### src/rtl/apple1_pkg.sv
// Shared encodings and address constants for the apple1 RAM loader slice.
package apple1_pkg;

   typedef enum logic [1:0] {
      StIdle,
      StDrain,
      StLoad,
      StFinish
   } ld_state_e;

   localparam logic [15:0] RomLo       = 16'hE000;
   localparam logic [15:0] DefaultBase = 16'h0280;
   localparam int unsigned SkidDepth   = 2;

   function automatic logic in_rom(input logic [15:0] addr, input logic [15:0] lo);
      return addr >= lo;
   endfunction

endpackage

### src/rtl/loader_skid_fifo.sv
// Two-entry byte FIFO absorbing ioctl strobes while the loader waits for the RAM port.
module loader_skid_fifo
   import apple1_pkg::*;
(
   input  logic       sys_clock,
   input  logic       reset_n,
   input  logic       push,
   input  logic       pop,
   input  logic [7:0] wdata,
   output logic [7:0] rdata,
   output logic       full,
   output logic       empty
);

   logic [7:0] mem_q [SkidDepth];
   logic       wr_ptr_q, rd_ptr_q;
   logic [1:0] count_q;
   logic       push_ok, pop_ok;

   assign full  = (count_q == 2'(SkidDepth));
   assign empty = (count_q == 2'd0);
   assign rdata = mem_q[rd_ptr_q];

   // A simultaneous pop frees a slot, so a push into a full FIFO is still taken.
   assign pop_ok  = pop & ~empty;
   assign push_ok = push & (~full | pop_ok);

   always_ff @(posedge sys_clock or negedge reset_n) begin
      if (!reset_n) begin
         wr_ptr_q <= 1'b0;
         rd_ptr_q <= 1'b0;
         count_q  <= 2'd0;
         for (int i = 0; i < SkidDepth; i++) mem_q[i] <= 8'h00;
      end else begin
         if (push_ok) begin
            mem_q[wr_ptr_q] <= wdata;
            wr_ptr_q        <= ~wr_ptr_q;
         end
         if (pop_ok) rd_ptr_q <= ~rd_ptr_q;
         count_q <= count_q + 2'(push_ok) - 2'(pop_ok);
      end
   end

endmodule

### src/rtl/ram_loader.sv
// RAM-port arbiter between the apple1 core and main memory; loads host images via ioctl.
module ram_loader
   import apple1_pkg::*;
#(
   parameter bit          HEADER_EN    = 1'b1,
   parameter logic [15:0] DEFAULT_BASE = DefaultBase,
   parameter logic [15:0] ROM_LO       = RomLo,
   parameter bit          ROM_WP       = 1'b1,
   parameter int unsigned RESET_CYCLES = 16
) (
   input  logic        sys_clock,
   input  logic        reset_n,
   input  logic        cpu_clken,
   input  logic [15:0] cpu_addr,
   input  logic [7:0]  cpu_din,
   input  logic        cpu_rd,
   input  logic        cpu_wr,
   output logic [7:0]  cpu_dout,
   input  logic        ioctl_download,
   input  logic        ioctl_wr,
   input  logic [7:0]  ioctl_data,
   output logic [15:0] mem_addr,
   output logic [7:0]  mem_din,
   output logic        mem_we,
   input  logic [7:0]  mem_dout,
   output logic        cpu_hold,
   output logic        reset_req,
   output logic        load_done,
   output logic        load_err
);

   ld_state_e   state_q, state_d;
   logic        dl_q;
   logic [16:0] cnt_q;
   logic [15:0] base_q;
   logic        wr_q;
   logic [15:0] wr_addr_q;
   logic [7:0]  wr_data_q;
   logic [15:0] rst_cnt_q;
   logic        load_done_q, load_err_q;

   logic        fifo_push, fifo_pop, fifo_full, fifo_empty;
   logic [7:0]  fifo_rdata;
   logic        dl_rise, dl_end, has_data, is_data, overflow, loading;
   logic [15:0] load_addr;

   // The core's RAM select carries no information the write strobe does not already give.
   logic unused_cpu_rd;
   assign unused_cpu_rd = cpu_rd;

   loader_skid_fifo u_fifo (
      .sys_clock (sys_clock),
      .reset_n   (reset_n),
      .push      (fifo_push),
      .pop       (fifo_pop),
      .wdata     (ioctl_data),
      .rdata     (fifo_rdata),
      .full      (fifo_full),
      .empty     (fifo_empty)
   );

   assign loading   = (state_q == StDrain) | (state_q == StLoad);
   assign dl_rise   = ioctl_download & ~dl_q;
   assign dl_end    = ~ioctl_download & fifo_empty;
   assign fifo_push = ioctl_wr & loading;
   assign fifo_pop  = (state_q == StLoad) & ~fifo_empty;
   assign overflow  = fifo_push & fifo_full & ~fifo_pop;
   assign has_data  = HEADER_EN ? (cnt_q > 17'd2) : (cnt_q != 17'd0);
   assign is_data   = ~HEADER_EN | (cnt_q >= 17'd2);
   assign load_addr = HEADER_EN ? (base_q + cnt_q[15:0] - 16'd2)
                                : (DEFAULT_BASE + cnt_q[15:0]);

   always_ff @(posedge sys_clock or negedge reset_n) begin
      if (!reset_n) begin
         state_q <= StIdle;
         dl_q    <= 1'b0;
      end else begin
         state_q <= state_d;
         dl_q    <= ioctl_download;
      end
   end

   always_comb begin
      state_d = state_q;
      unique case (state_q)
         StIdle:   if (dl_rise) state_d = StDrain;
         StDrain: begin
            if (dl_end)         state_d = has_data ? StFinish : StIdle;
            else if (cpu_clken) state_d = StLoad;
         end
         StLoad:   if (dl_end) state_d = has_data ? StFinish : StIdle;
         StFinish: if (rst_cnt_q == 16'(RESET_CYCLES - 1)) state_d = StIdle;
         default:  state_d = StIdle;
      endcase
   end

   always_ff @(posedge sys_clock or negedge reset_n) begin
      if (!reset_n) begin
         cnt_q       <= 17'd0;
         base_q      <= DEFAULT_BASE;
         wr_q        <= 1'b0;
         wr_addr_q   <= 16'h0000;
         wr_data_q   <= 8'h00;
         rst_cnt_q   <= 16'd0;
         load_done_q <= 1'b0;
         load_err_q  <= 1'b0;
      end else begin
         if ((state_q == StIdle) && dl_rise) begin
            cnt_q      <= 17'd0;
            load_err_q <= 1'b0;
         end else begin
            if (fifo_pop && (cnt_q != '1)) cnt_q <= cnt_q + 17'd1;
            if (overflow || (loading && dl_end && !has_data)) load_err_q <= 1'b1;
         end
         if (fifo_pop && HEADER_EN && (cnt_q == 17'd0)) base_q[7:0]  <= fifo_rdata;
         if (fifo_pop && HEADER_EN && (cnt_q == 17'd1)) base_q[15:8] <= fifo_rdata;
         // Pops are turned into a registered one-cycle write on the following cycle.
         wr_q        <= fifo_pop & is_data;
         wr_addr_q   <= load_addr;
         wr_data_q   <= fifo_rdata;
         rst_cnt_q   <= (state_q == StFinish) ? rst_cnt_q + 16'd1 : 16'd0;
         load_done_q <= (state_d == StFinish) && (state_q != StFinish);
      end
   end

   always_comb begin
      cpu_dout  = mem_dout;
      cpu_hold  = (state_q != StIdle);
      reset_req = (state_q == StFinish);
      load_done = load_done_q;
      load_err  = load_err_q;
      mem_addr  = cpu_addr;
      mem_din   = cpu_din;
      mem_we    = cpu_wr & ~(ROM_WP & in_rom(cpu_addr, ROM_LO));
      if ((state_q == StLoad) || (state_q == StFinish)) begin
         mem_addr = wr_addr_q;
         mem_din  = wr_data_q;
         mem_we   = wr_q;
      end
   end

endmodule
### config.mk
export PLATFORM = sky130hd
export DESIGN_NAME = ram_loader
export DESIGN_NICKNAME = d
export VERILOG_FILES = /design/src/rtl/apple1_pkg.sv /design/src/rtl/loader_skid_fifo.sv /design/src/rtl/ram_loader.sv
export SDC_FILE = /design/constraint.sdc
export NUM_CORES = 1
export LEC_CHECK = 0
export ABC_CLOCK_PERIOD_IN_PS = 5100
export CAP_MARGIN = 20
export CORE_ASPECT_RATIO = 1.75
export CORE_UTILIZATION = 55
export DETAILED_ROUTE_END_ITERATION = 8
export PLACE_DENSITY_LB_ADDON = 0.3
export SLEW_MARGIN = 20
export SYNTH_ARGS = -nofsm -noshare
export SYNTH_HDL_FRONTEND = slang
export SYNTH_SLANG_ARGS = --single-unit
### constraint.sdc
create_clock -name sys_clock -period 5.1 [get_ports sys_clock]
set_clock_uncertainty 0.1 [all_clocks]
set_input_delay 1.02 -clock sys_clock [delete_from_list [all_inputs] [get_ports sys_clock]]
set_output_delay 1.02 -clock sys_clock [all_outputs]
set_load 0.1 [all_outputs]
==> impl_results.md <==
* Die Area at 10,700 sq um
* EDFF count, synth at 0
* DRC at 0
* R2r setup slk at 2210 ps
* Share of layout cells above drive strength 1 at 0.161
* Clock sink count at 99
* CP Class: register to primary output
* Startpoint Class: register
* Fin Hold WS at 391 ps
* Clock Latency Late Sink at 350 ps
* Worst hold start: rst_cnt_q[0]
* Sequential area share after synthesis at 0.440
* Chip Height at 136 microns
* DRT Pass-1 Iters at 4
* Post-Syn Area at 5640 sq um
* Largest area contributor in the netlist: dfrtp_1
* Area contributors post-synth: dfrtp_1 (43%), ha_1 (9.3%), mux2_2 (8.4%)
* Critical Path Start: state_q[1]
* DR iter-0 viols at 177
* Hold buffer count at cts at 0
* Period Utilization, post-route at 0.744
* Worst-path clk slew at 80 ps
* Worst Setup End Kind: primary output
* Post-placement cell count at 738
* Area growth, synth to finish at 17.8%
* First-pass GRT wire length at 19.5 mm
* DR vias at 4,198
* Post-synth top area share at 0.431
* Chip Width at 78.5 microns
* Total routed wirelength at 11.9 mm
* CP required at 3980 ps
* Final core occ at 0.670
* Pre-CTS WS at 1650 ps
* Max Slew Vio Count at 0
* Top Ports at 84
* Number of setup violations in the final report at 0
* Slew HR at 0.349
* Synth async-reset ratio at 1.00
* Gates resized, CTS repair at 0
* Post-DR vias/cell at 5.57
* Pin count of the biggest net entering global routing at 75
* Total Routing Usage GR at 0.239
* Maxcap violations at 0
* Final setup margin at 1300 ps
* Hold Fails Final Rpt at 0
* Actual slew at the worst max-slew pin at 974 ps
* Port Buffer Count at 66
* Crit-path max FO at 21
* CTS Buf Count at 9
* Most common cell in the netlist: dfrtp_1
* Initial antenna violation count at 0
* PwrDens at 644 nW/um^2
* Final Critical Period at 3800 ps
* CTS H-Tree Depth at 3
* WL/cell at 15.7 microns
* Post-Layout Cell Count at 754
* Arrival time at the worst endpoint at 2680 ps
* Remaining Overflow, GRT at 0
* Max Freq at 0.263 GHz
* Synthesized instance count at 565
* R2R Path Start: cnt_q[1]
* Longest Clk Path Bufs at 2
* Row count at 48
* Vias in the first global route at 4,260
* Synth Net Count at 655
* Fin nets at 714
* # fillers at 798
* RSZ-0062 raised after global routing: no
* Diode count at 0
* Yosys cell types at 55
* Post-route setup TNS at 0 ps
* Worst min path class: register to register
* CTS tree: done
* Ys flop type: dfrtp_1
* VDD IR max at 0.336 mV
* Root Driver: clkbuf_16
* Status: finished, final reports clean
* Core Area at 9910 sq um
* FF+latch count, synth at 99
* YS warnings at 0
* Post-synth top cells: dfrtp_1 (97), inv_1 (83), nor2_1 (44)
* Hpwl dp at 8.84 mm
* Setup Fix Bufs, Post-CTS at 0
* Leak at 3.14 nW
* GP Congestion at 0.895
* Initial core utilization at 0.569
* Avg Cell Area, Syn at 9.98 sq um
* Antenna viol nets, final at 0
## kinds of logic after synthesis
kind of cell	share of synthesized area
compound gates	0.0994
xor+xnor	0.0606
fa+ha+maj	0.0968
buf+inv	0.0757
flops	0.440
mux	0.0963
simple gates	0.131
## final cells by class
cell class	count	area, sq um	share of cell area
tap	125	156	0.0236
inverter	83	312	0.0469
sequential	99	2480	0.374
multi-input combinational	362	2730	0.412
clock inverter	7	114	0.0172
clock buffer	9	225	0.0339
timing repair buffer	69	618	0.0931
## worst max-delay path, stage by stage, from the launching register on
cell and delay, ps:
dfrtp_1 430, ha_1 430, nor2_2 440, buf_4 380, mux2_2 390, buf_4 230
## sequential cells by signal (all words and copies together), names as in the netlist
| register | count |
|---|---|
| dl_q | 1 |
| u_fifo.rd_ptr_q | 1 |
| rst_cnt_q | 16 |
| load_err | 1 |
| wr_addr_q | 16 |
| wr_data_q | 8 |
| u_fifo.mem_q | 16 |
| base_q | 16 |
| state_q | 2 |
| cnt_q | 17 |
| u_fifo.wr_ptr_q | 1 |
| u_fifo.count_q | 2 |
| wr_q | 1 |
| load_done | 1 |
## path summary, 6_finish.rpt
path                            endpoint  depth (start not counted)
max                          mem_addr[7]                          5
max reg2reg                wr_addr_q[13]                         11
min reg2reg                 rst_cnt_q[0]                          1
max in group asynchronous      base_q[9]                          2
min in group asynchronous  wr_addr_q[11]                          1
min                         rst_cnt_q[0]                          1
## metal layers
layer | up-vias | wire length [microns] | track usage
li1 | 2028 | - | -
met1 | 2087 | 4630 | 0.257
met2 | 62 | 6640 | 0.452
met3 | 21 | 292 | 0.0376
met4 | 0 | 291 | 0.104
met5 | - | 0 | 0
## cell usage in the layout, fill, tap and decap left out, types with 2 or more instances in the layout
| master | n |
|---|---|
| dfrtp_1 | 97 |
| inv_1 | 83 |
| nor2_1 | 43 |
| mux2_2 | 42 |
| ha_1 | 42 |
| clkdlybuf4s50_1 | 40 |
| xnor2_1 | 33 |
| a21oi_1 | 31 |
| buf_4 | 29 |
| nand2_1 | 23 |
| nand3_1 | 21 |
| o21ai_0 | 14 |
| and2_1 | 12 |
| clkbuf_16 | 9 |
| nor3_1 | 8 |
| nor4_1 | 8 |
| nand4_1 | 7 |
| mux2i_1 | 7 |
| a21boi_0 | 6 |
| xor2_1 | 6 |
| or3_1 | 6 |
| and3_1 | 5 |
| inv_8 | 4 |
| a21o_1 | 3 |
| nor2b_1 | 3 |
| o211ai_1 | 3 |
| and4_1 | 3 |
| a2111oi_0 | 3 |
| or4_1 | 3 |
| o21a_1 | 2 |
| o31ai_1 | 2 |
| a31oi_1 | 2 |
| o21bai_1 | 2 |
| dfstp_2 | 2 |
| bufinv_16 | 2 |
## power breakdown
part / leakage, nW / internal, mW / switching, mW
sequential: 1.26 / 1.07 / 0.131
combinational: 1.71 / 0.863 / 1.44
clock: 0.168 / 0.446 / 0.325
## stage by stage
| step | total power, mW | area (sq um) |
|---|---|---|
| after floorplan | 3.02 | 5640 |
| after global placement | 3.43 | 6300 |
| after detailed placement | 3.50 | 6300 |
| after CTS | 4.29 | 6640 |
| after global routing | 4.55 | 6640 |
| final | 4.27 | 6640 |
No activity file was read; power rests on OpenSTA's default activity.
